### config.mk
export PLATFORM = sky130hd
export DESIGN_NAME = fdc_ref_gen
export DESIGN_NICKNAME = d
export VERILOG_FILES = /design/src/rtl/fdc_pkg.sv /design/src/rtl/fdc_phase_acc.sv /design/src/rtl/fdc_ref_gen.sv
export SDC_FILE = /design/constraint.sdc
export NUM_CORES = 1
export LEC_CHECK = 0
export BUFFER_PORTS_ARGS = -buffer_cell sky130_fd_sc_hd__buf_2
export CORE_MARGIN = 3
export CORE_UTILIZATION = 58
export DETAILED_ROUTE_END_ITERATION = 10
export PLACE_DENSITY = 0.81
export SYNTH_ARGS = -nofsm -noshare
export SYNTH_HDL_FRONTEND = slang
export SYNTH_SLANG_ARGS = --single-unit
### constraint.sdc
create_clock -name clk -period 3.65 [get_ports clk]
set_clock_uncertainty 0.15 [all_clocks]
set_input_delay 0.365 -clock clk [delete_from_list [all_inputs] [get_ports clk]]
set_output_delay 0.365 -clock clk [all_outputs]
set_load 0.02 [all_outputs]
### src/rtl/fdc_pkg.sv
// Shared types and defaults for the reference-frequency generator (NCO stimulus
// source for the FDC self-test path).
package fdc_pkg;

   localparam int unsigned ACC_W_DEF = 16;
   localparam int unsigned CNT_W_DEF = 8;

   typedef enum logic [1:0] {
      IDLE = 2'd0,
      RUN  = 2'd1,
      DONE = 2'd2
   } fdc_state_e;

   // Tuning word for a target f_out given f_clk: fword = f_out * 2^acc_w / f_clk.
   function automatic longint unsigned fword_for(input longint unsigned f_out_hz,
                                                 input longint unsigned f_clk_hz,
                                                 input int unsigned     acc_w);
      return (f_out_hz << acc_w) / f_clk_hz;
   endfunction

endpackage

### src/rtl/fdc_phase_acc.sv
// Phase accumulator with registered MSB output and falling-edge detect of that
// output, evaluated on the update that is about to happen.
module fdc_phase_acc #(
   parameter int unsigned ACC_W = 16
) (
   input  logic             clk,
   input  logic             rst_n,
   input  logic             clear,
   input  logic             step,
   input  logic [ACC_W-1:0] fword,
   output logic             f_out,
   output logic             fall
);

   logic [ACC_W-1:0] acc;
   logic [ACC_W-1:0] acc_nxt;

   always_comb begin
      acc_nxt = acc + fword;
      fall    = step & f_out & ~acc_nxt[ACC_W-1];
   end

   always_ff @(posedge clk or negedge rst_n) begin
      if (!rst_n) begin
         acc   <= '0;
         f_out <= 1'b0;
      end else if (clear) begin
         acc   <= '0;
         f_out <= 1'b0;
      end else if (step) begin
         acc   <= acc_nxt;
         f_out <= acc_nxt[ACC_W-1];
      end
   end

endmodule

### src/rtl/fdc_ref_gen.sv
// Programmable square-wave generator: burst of N periods or continuous output,
// with run control, period counting and a one-cycle completion pulse.
module fdc_ref_gen
   import fdc_pkg::*;
#(
   parameter int unsigned ACC_W = ACC_W_DEF,
   parameter int unsigned CNT_W = CNT_W_DEF
) (
   input  logic             clk,
   input  logic             rst_n,
   input  logic             ena,
   input  logic [ACC_W-1:0] freq_word,
   input  logic             load,
   input  logic [CNT_W-1:0] burst_len,
   input  logic             start,
   input  logic             stop,
   output logic             f_out,
   output logic             busy,
   output logic             done,
   output logic [CNT_W-1:0] period_cnt
);

   fdc_state_e       state;
   logic [ACC_W-1:0] fword_r;
   logic [CNT_W-1:0] len_r;
   logic             clear;
   logic             step;
   logic             fall;
   logic             last_period;

   // Stop clears the phase in any state; start only clears it from IDLE.
   always_comb begin
      clear       = ena & (stop | ((state == IDLE) & start));
      step        = ena & ~stop & (state == RUN);
      last_period = (len_r != '0) &&
                    ((CNT_W+1)'(period_cnt) + (CNT_W+1)'(1) == (CNT_W+1)'(len_r));
   end

   fdc_phase_acc #(.ACC_W(ACC_W)) u_acc (
      .clk   (clk),
      .rst_n (rst_n),
      .clear (clear),
      .step  (step),
      .fword (fword_r),
      .f_out (f_out),
      .fall  (fall)
   );

   always_ff @(posedge clk or negedge rst_n) begin
      if (!rst_n) begin
         state      <= IDLE;
         fword_r    <= '0;
         len_r      <= '0;
         period_cnt <= '0;
         busy       <= 1'b0;
         done       <= 1'b0;
      end else if (ena) begin
         if (load)
            fword_r <= freq_word;
         done <= 1'b0;
         if (stop) begin
            state <= IDLE;
            busy  <= 1'b0;
         end else begin
            case (state)
               IDLE: if (start) begin
                  state      <= RUN;
                  busy       <= 1'b1;
                  len_r      <= burst_len;
                  period_cnt <= '0;
               end
               RUN: if (fall) begin
                  if (!(&period_cnt))
                     period_cnt <= period_cnt + 1'b1;
                  if (last_period) begin
                     state <= DONE;
                     busy  <= 1'b0;
                     done  <= 1'b1;
                  end
               end
               DONE:    state <= IDLE;
               default: state <= IDLE;
            endcase
         end
      end
   end

endmodule

==> results of run 1 <==
## Yosys cell counts, types with 2 or more instances
cell,n,area [um^2]
sky130_fd_sc_hd__nor2_1,13,48.8
sky130_fd_sc_hd__o21bai_1,2,15.0
sky130_fd_sc_hd__inv_1,10,37.5
sky130_fd_sc_hd__a211oi_2,2,25.0
sky130_fd_sc_hd__clkbuf_1,4,15.0
sky130_fd_sc_hd__buf_6,3,33.8
sky130_fd_sc_hd__a211oi_1,2,15.0
sky130_fd_sc_hd__mux2i_1,3,30.0
sky130_fd_sc_hd__o21ai_0,25,125
sky130_fd_sc_hd__nor3_1,4,20.0
sky130_fd_sc_hd__and3_2,2,15.0
sky130_fd_sc_hd__xor2_1,9,78.8
sky130_fd_sc_hd__nor2b_1,4,25.0
sky130_fd_sc_hd__nand2_1,30,113
sky130_fd_sc_hd__nand2b_1,3,18.8
sky130_fd_sc_hd__nand3_1,9,45.0
sky130_fd_sc_hd__a21o_1,2,15.0
sky130_fd_sc_hd__a21oi_1,22,110
sky130_fd_sc_hd__nand4_1,2,12.5
sky130_fd_sc_hd__ha_1,16,200
sky130_fd_sc_hd__xnor2_1,11,96.3
sky130_fd_sc_hd__o31ai_1,3,22.5
sky130_fd_sc_hd__o22ai_1,3,18.8
sky130_fd_sc_hd__mux2_2,24,270
sky130_fd_sc_hd__o22a_1,6,52.6
sky130_fd_sc_hd__or3_1,2,12.5
sky130_fd_sc_hd__dfrtp_1,52,1300
## how the worst max path moves through the flow
stage / slack [ns] / depth (start not counted) / endpoint
2_1_floorplan: 1.12 / 9 / period_cnt[2]
3_3_place_gp: 0.90 / 8 / period_cnt[2]
3_5_place_dp: 0.86 / 8 / period_cnt[2]
4_1_cts: 0.83 / 8 / period_cnt[5]
5_1_grt: 0.70 / 8 / period_cnt[5]
6_report: 0.83 / 8 / period_cnt[5]
## flip-flops by register name, indices dropped and copies added, names as in the netlist
name	count
u_acc.acc	16
fword_r	16
period_cnt	8
done	1
len_r	8
state	2
busy	1
## cell usage in the layout (no fill, tap or decap), types with 2 or more instances in the layout
| master | n |
|---|---|
| sky130_fd_sc_hd__nand4_1 | 2 |
| sky130_fd_sc_hd__a21oi_1 | 22 |
| sky130_fd_sc_hd__buf_4 | 2 |
| sky130_fd_sc_hd__nand3_1 | 9 |
| sky130_fd_sc_hd__mux2i_1 | 3 |
| sky130_fd_sc_hd__nor2_1 | 13 |
| sky130_fd_sc_hd__a211oi_2 | 2 |
| sky130_fd_sc_hd__dfrtp_1 | 52 |
| sky130_fd_sc_hd__nand2b_1 | 3 |
| sky130_fd_sc_hd__o21bai_1 | 2 |
| sky130_fd_sc_hd__a21o_1 | 2 |
| sky130_fd_sc_hd__inv_1 | 10 |
| sky130_fd_sc_hd__nor2b_1 | 4 |
| sky130_fd_sc_hd__and3_2 | 2 |
| sky130_fd_sc_hd__o22ai_1 | 3 |
| sky130_fd_sc_hd__xnor2_1 | 11 |
| sky130_fd_sc_hd__buf_2 | 40 |
| sky130_fd_sc_hd__a211oi_1 | 2 |
| sky130_fd_sc_hd__or3_1 | 2 |
| sky130_fd_sc_hd__nand2_1 | 30 |
| sky130_fd_sc_hd__nor3_1 | 4 |
| sky130_fd_sc_hd__mux2_2 | 24 |
| sky130_fd_sc_hd__o22a_1 | 6 |
| sky130_fd_sc_hd__o31ai_1 | 3 |
| sky130_fd_sc_hd__xor2_1 | 9 |
| sky130_fd_sc_hd__clkbuf_8 | 5 |
| sky130_fd_sc_hd__ha_1 | 16 |
| sky130_fd_sc_hd__o21ai_0 | 25 |
## metrics by stage
step / power (W) / hold WS, ns / std cells
after global routing: 0.00173 / 0.0774 / 402
final: 0.00162 / 0.0171 / 402
after detailed placement: 0.00124 / 0.333 / 394
after floorplan: 0.00112 / -0.0806 / 292
after global placement: 0.00121 / 0.316 / 394
after CTS: 0.00163 / 0.0516 / 402
## layout make-up
class / count / area, um^2 / area share (%)
clock buffer: 6 / 72.6 / 2.15
timing repair buffer: 42 / 215 / 6.38
tap: 67 / 83.8 / 2.49
sequential: 52 / 1300 / 38.6
clock inverter: 2 / 35.0 / 1.04
inverter: 10 / 37.5 / 1.11
multi-input combinational: 223 / 1630 / 48.2
## power groups by stage
stage | clock (W) | combinational [W] | sequential, W
finish | 0.000391 | 0.000488 | 0.000736
global route | 0.000422 | 0.000555 | 0.000750
CTS | 0.000401 | 0.000491 | 0.000736
detailed placement | 0 | 0.000488 | 0.000747
global placement | 0 | 0.000471 | 0.000742
floorplan | 0 | 0.000381 | 0.000736
## layer usage
metal  share of wire [%]  GRT usage, %  wire [um]
met5                   0             0          0
met3                 5.0          4.70        304
met2                  50          38.0       3040
met1                  43          28.2       2620
met4                 1.3          6.99         78
## worst register-to-register path, stage by stage, from the launching register on
cell                       delay, ns
sky130_fd_sc_hd__dfrtp_1        0.40
sky130_fd_sc_hd__ha_1           0.35
sky130_fd_sc_hd__a211oi_2       0.24
sky130_fd_sc_hd__nor2_1         0.09
sky130_fd_sc_hd__or3_4          0.40
sky130_fd_sc_hd__a31o_4         0.26
sky130_fd_sc_hd__mux2i_4        0.35
sky130_fd_sc_hd__and2_1         0.34
sky130_fd_sc_hd__o22a_1         0.17
## cells by family (layout without fill, tap and decap cells)
family	count (synthesis)	in the layout	synth area share (%)
and+or+nand+nor	80	80	13.4
AOI/OAI and AO/OA	78	78	16.7
DFF	52	52	43.2
muxes	28	28	10.7
xor gates and xnor gates	20	20	5.81
adders and majority gates	17	17	7.31
buffers and inverters	17	60	2.86
==> summary.md, run 1 <==
The run finished with clean final reports. STA puts the critical path data required time at 3.75 ns. In this run the critical register-to-register path is captured at period_cnt[5]. The first global-routing pass estimated 10.9 mm of wire. The number of clock sinks seen by CTS is 52, and the quantity of I/O buffers inserted on ports is 40. The worst ir drop on vdd is 0.284 mV.

Traced cell by cell, the critical path runs through ha_1 -> a211oi_2 -> nor2_1 -> or3_4 -> a31o_4 -> mux2i_4 -> and2_1 -> o22a_1. For the warning count from the yosys run, the log shows 0. The post-synthesis instance area was 3010 um^2. The final critical-path share of the clock period is 77.3%, and the delay of the slowest critical-path stage is 0.40 ns. The number of global-route vias before repair was 2411; the half-perimeter wire length of the detailed placement result was 4.52 mm. STA classifies the critical path startpoint as a flop. The clock network fraction of total power was 24.2%.

The max-slew violation count was 0; the routed length per instance was 15.0 um. The tree is rooted in a sky130_fd_sc_hd__clkbuf_8. The number of violations of the max-capacitance limit was 0; the count of endpoints failing hold in the final timing report was 0. Counting flops with an async set or reset pin after synthesis yields a share of 100%.

The floorplan step defined a die boundary enclosing 6100 um^2. The DRC violation total after the first TritonRoute iteration came out at 74. Setup repair after global routing left no endpoint under its margin.

For the number of antenna violations at the first check in global routing, the log shows 0. The number of enable flip-flop cells after synthesis is 0, and the synthesized net count is 339. The total overflow left after global routing is 0. The routability-driven placement congestion ratio is 0.885, and the maximum achievable frequency is 354 MHz.

The tools report the number of antenna diodes as 0. No sink is reached through more buffers than the 2 on the longest clock path. Summing all non-filler instances in the final layout gives an area of 3370 um^2. Sequential cells account for 45.5% of the total power. The die is 78.1 um wide.

After detailed placement, the total cell area comes to 3260 um^2. Prior to clock tree synthesis, the placed netlist has a worst setup slack of 0.859 ns. The post-route DRC violation count is 0, and the post-synthesis average cell area is 10.3 um^2.

The floorplan step defined a core boundary enclosing 4880 um^2. The part of the total power dissipated in combinational logic is 30.2%. In this run the static leakage power is 1.56 nW.

After synthesis, the netlist uses 51 different library cells. The sequential cell area fraction in the yosys report is 43.2%, and the total of hold buffers inserted after clock tree synthesis is 0. Setup violations remaining at the end of the flow were counted as 0. In this run the critical register-to-register path is launched from u_acc.acc[4].

The tools report the all-layer global routing usage as 22.2%. The cell class contributing the biggest share of worst-path delay was simple AND/OR/NAND/NOR gates. Cell internal power was estimated by the tool at 0.00111 W.

Summed over all nets, the switching power comes to 0.000511 W. The slowest stage of the critical path is the sky130_fd_sc_hd__dfrtp_1 cell. The H-tree was split into 2 levels.

The number of buffers and inverters on the critical path is 0, and the via count normalized by instance count is 5.83. The total power per unit cell area is 479 nW/um^2, and the number of buffers added by the clock tree synthesis step is 5. Once routing completed, OpenROAD measured the worst setup slack at 0.827 ns. Counting the fill cells in the layout gives 395. Critical path capture point type: a flop.

The tools report the instance count of the mapped netlist as 292. The worst-margin pin slew came out at 0.889 ns. The share of final-layout standard cells stronger than drive strength 1 was 26.3%; the number of detailed-route iterations in the first pass was 4. In this run the tightest slew margin relative to its limit is 40.7%. Critical path class: flop to flop. The die span in y is 78.1 um, and the final layout net count is 381.

The maximum number of pins on one net before global-route repair was 41; the flop-to-flop setup slack was 0.83 ns. The area overhead of the layout relative to synthesis came out at 11.9%. For the final routed database, the setup TNS stands at 0 ns. Clock-pin slew was measured on the worst setup and hold paths at 0.10 ns. The via count was 2342. Wires add up to 6.04 mm. Measured on the finished design, the core utilization comes to 69.1%. The run gives 61.8% as the initial core utilization. TritonCTS built the clock tree. Net switching is 31.6% of the power. The floorplan has 25 rows.

The class of the tightest hold or removal check was input pin to asynchronous set/reset pin. Clock latency on the worst-skew pair, taken at its later pin, is 0.31 ns. The number of setup buffers added after CTS was 0; the post-route antenna net violation count was 0. The time the worst path needs with I/O delays and setup came out at 2.82 ns. In the synthesized netlist the dominant register cell turns out to be sky130_fd_sc_hd__dfrtp_1. The synthesized flop and latch total came out at 52. The startpoint of the most critical setup path is u_acc.acc[4]. The largest fanout of any net on the critical path was 13; the depth of the worst register-to-register path was 8. STA puts the critical path data arrival time at 2.92 ns. 41 I/O pins were placed.

Number of gates given a new drive strength after cts: 0.
Power figures use the tool's default switching activity.
==> inputs of run 2 (changes only) <==
--- a/config.mk
+++ b/config.mk
@@ -7,9 +7,9 @@
 export LEC_CHECK = 0
 export BUFFER_PORTS_ARGS = -buffer_cell sky130_fd_sc_hd__buf_2
 export CORE_MARGIN = 3
-export CORE_UTILIZATION = 58
+export CORE_UTILIZATION = 52
 export DETAILED_ROUTE_END_ITERATION = 10
-export PLACE_DENSITY = 0.81
+export PLACE_DENSITY = 0.77
 export SYNTH_ARGS = -nofsm -noshare
 export SYNTH_HDL_FRONTEND = slang
 export SYNTH_SLANG_ARGS = --single-unit
==> constraint.sdc (replaced) <==
create_clock -name clk -period 2.44 [get_ports clk]
set_clock_uncertainty 0.15 [all_clocks]
set_input_delay 0.244 -clock clk [delete_from_list [all_inputs] [get_ports clk]]
set_output_delay 0.244 -clock clk [all_outputs]
set_load 0.02 [all_outputs]
==> run 2 against run 1 <==
The flow now finishes with violations (setup timing). Worst setup slack lost 0.85 ns. Combinational power grew 71%. Final cell count grew 7.2%. Non-clock buffer count grew 24. Hold slack lost 0.0087 ns. Count of clock-buffer cells in the layout is the same. Utilization shrank 3.4 points. Critical endpoint is now period_cnt[3]. Largest cell class unchanged. Highest routed layer unchanged.
==> summary.md, run 2 (same netlist as run 1, synthesis figures left out) <==
The number of failing setup endpoints in the final timing report was 6 (was 0). The share of final-layout standard cells stronger than drive strength 1 is 35.1% (was 26.3%), and the initial core utilization is 54.1% (was 61.8%). The startpoint class of the critical path was a flop (unchanged). The tools report the number of global-route vias before repair as 2408 (was 2411). In this run the most critical hold path is launched from freq_word[11]. The final setup TNS came out at -0.0988 ns (was 0 ns). The run gives 52 (unchanged) as the number of clock sinks seen by CTS. The routability-driven placement congestion ratio was 0.873 (was 0.885). The via count normalized by instance count is 5.57 (was 5.83). The critical path class is flop to flop (unchanged). Setup repair after global routing could not meet its margin everywhere.

The worst ir drop on vdd is 0.363 mV (was 0.284 mV), and the largest fanout of any net on the critical path is 7 (was 13). The startpoint of the lowest-slack register-to-register path was fword_r[4] (was u_acc.acc[4]). Counting instances, the worst hold path has a depth of 2. The number of violations of the max-capacitance limit came out at 0 (unchanged).

The area of placed instances was 3420 um^2 (was 3260 um^2); the number of levels the H-tree was split into was 2 (unchanged). The flop-to-flop setup slack is -0.02 ns (was 0.83 ns). The die span in y is 82.1 um (was 78.1 um), and the minimum hold slack is 0.00837 ns (was 0.0171 ns).

The all-layer global routing usage was 20.8% (was 22.2%). The flow ran to the end, but the final reports show violations. The total power after layout was 0.00245 W (was 0.00162 W); the area overhead of the layout relative to synthesis was 21.6% (was 11.9%). The routed length per instance came out at 15.0 um (about the same). The checks that failed: setup timing. The tools report the worst-case setup margin in the final layout as -0.0229 ns (was 0.827 ns). The minimum setup slack after placement was -0.105 ns (was 0.859 ns). Startpoint of the most critical setup path: fword_r[4] (was u_acc.acc[4]).

The delay of the slowest critical-path stage was 0.42 ns (was 0.40 ns). The DRC violation total after the first TritonRoute iteration was 92 (was 74). The tools report the wire length of the first global-routing pass as 10.9 mm (unchanged). The final critical-path share of the clock period is 101% (was 77.3%), and the maximum achievable frequency is 406 MHz (was 354 MHz). The final layout net count is 405 (was 381), and the die extent in x is 82.1 um (was 78.1 um).

The tools report the number of antenna violations at the first check in global routing as 0 (unchanged). The run gives 0 (unchanged) as the number of antenna diodes. For the max-slew violation count, the log shows 0 (unchanged).

The CTS root buffer is sky130_fd_sc_hd__clkbuf_8 (unchanged). The tools report the worst min-delay path endpoint as fword_r[11]. The logs give 5 (unchanged) for the number of buffers added by the clock tree synthesis step and 0 (unchanged) for the count of endpoints failing hold in the final timing report. The run gives 469 (was 395) as the number of inserted filler cells in the final layout. The clock transition at the registers of the reported paths was 0.10 ns (about the same); the quantity of I/O buffers inserted on ports was 40 (unchanged).

Capture instance of the worst register-to-register path: period_cnt[3] (was period_cnt[5]). The worst-margin pin slew was 0.728 ns (was 0.889 ns). Standard cell with the maximum stage delay on the critical path: sky130_fd_sc_hd__dfrtp_1 (unchanged). The cell class contributing the biggest share of worst-path delay was simple AND/OR/NAND/NOR gates (unchanged). Worst path arrival time: 2.51 ns (was 2.92 ns). The half-perimeter wire length of the detailed placement result came out at 4.76 mm (was 4.52 mm). The logs give 4 (unchanged) for the number of detailed-route iterations in the first pass and 0 (unchanged) for the post-route DRC violation count. Critical path data required time: 2.49 ns (was 3.75 ns). The total power per unit cell area came out at 669 nW/um^2 (was 479 nW/um^2). The commonest non-fill, non-tap cell in the layout is sky130_fd_sc_hd__dfrtp_1 (unchanged). The via count was 2402 (was 2342). Registers with the most flip-flops: fword_r (16), u_acc.acc (16) (unchanged). The post-route antenna net violation count was 0 (unchanged). The sum of routed wire length over all layers is 6.45 mm (was 6.04 mm), and the number of standard-cell rows in the floorplan is 27 (was 25). The global route total overflow came out at 0 (unchanged).

The logs give 51.4% (was 40.7%) for the tightest slew margin relative to the limit and 3660 um^2 (was 3370 um^2) for the design area. For the full die area, the log shows 6750 um^2 (was 6100 um^2). The critical path capture point type is a flop (unchanged). The time the worst path needs with I/O delays and setup is 2.46 ns (was 2.82 ns), and the leakage dissipation is 1.68 nW (was 1.56 nW). The maximum buffer depth of the clock tree is 2 (unchanged), and the depth of the worst register-to-register path is 10 (was 8). TritonCTS built the clock tree. The number of buffers and inverters on the critical path was 2 (was 0). Commonest non-fill, non-tap cells in the layout: sky130_fd_sc_hd__dfrtp_1 (52), sky130_fd_sc_hd__buf_2 (40), sky130_fd_sc_hd__nand2_1 (30), sky130_fd_sc_hd__mux2_2 (24), sky130_fd_sc_hd__o21ai_0 (24) (was sky130_fd_sc_hd__dfrtp_1 (52), sky130_fd_sc_hd__buf_2 (40), sky130_fd_sc_hd__nand2_1 (30), sky130_fd_sc_hd__o21ai_0 (25), sky130_fd_sc_hd__mux2_2 (24)). The placeable core region is 5570 um^2 (was 4880 um^2). Cells along the critical path: ha_4 -> buf_4 -> nand4_1 -> a21oi_1 -> or3_4 -> a31o_4 -> mux2i_4 -> buf_6 -> nor2_1 -> o22a_1 (was ha_1 -> a211oi_2 -> nor2_1 -> or3_4 -> a31o_4 -> mux2i_4 -> and2_1 -> o22a_1). The class of the tightest hold or removal check is input pin to flop (was input pin to asynchronous set/reset pin). The tools report the maximum number of pins on one net before global-route repair as 53 (was 41). The cell count along the critical path was 10 (was 8). The run gives 41 (unchanged) as the top-level I/O count. Clock insertion delay at the later pin of the skew report: 0.31 ns (about the same).
==> run 2: worst max-delay path by stage <==
| stage | endpoint | slack [ns] |
|---|---|---|
| floorplan | period_cnt[2] | 0.002 |
| CTS | period_cnt[3] | -0.008 |
| global placement | period_cnt[1] | -0.02 |
| finish | period_cnt[3] | -0.02 |
| global route | period_cnt[7] | -0.12 |
| detailed placement | period_cnt[3] | -0.11 |
==> run 2: through the flow <==
stage | instances | util, %
6_report | 431 | 65.7
5_1_grt | 431 | 65.7
3_5_place_dp | 417 | 61.4
2_1_floorplan | 292 | -
3_3_place_gp | 417 | 61.4
4_1_cts | 429 | 64.4
==> run 2: layer usage <==
layer	share of wire (%)	vias to the layer above	routed length (um)	GRT usage, %
li1	-	1175	-	-
met1	46	1172	2970	28.2
met2	49	47	3180	34.5
met3	4.0	8	258	4.12
met4	0.74	0	48	4.98
met5	0	-	0	0
==> run 2: area by class of cell <==
type,instances,area [um^2],area share (%)
multi-input cells,223,1730,47.3
clock buffers,6,82.6,2.25
repair buffers,66,409,11.2
clock inverters,2,10.0,0.273
inverters,10,37.5,1.02
well taps,72,90.1,2.46
flip-flops and latches,52,1300,35.5
==> run 2: where the power goes <==
group / switching [W] / internal (W)
clock network: 0.000277 / 0.000227
registers: 0.000115 / 0.000996
logic: 0.000408 / 0.000428
total: 0.000800 / 0.00165
==> run 2: repair_timing <==
action / 4_1_cts / 5_1_grt
endpoints found under the hold margin: 53 / 2
buffers inserted: 2 / 0
pin swaps: 3 / 9
hold buffers: 2 / 2
resized for setup: 7 / 12
setup endpoints to repair: 12 / 17
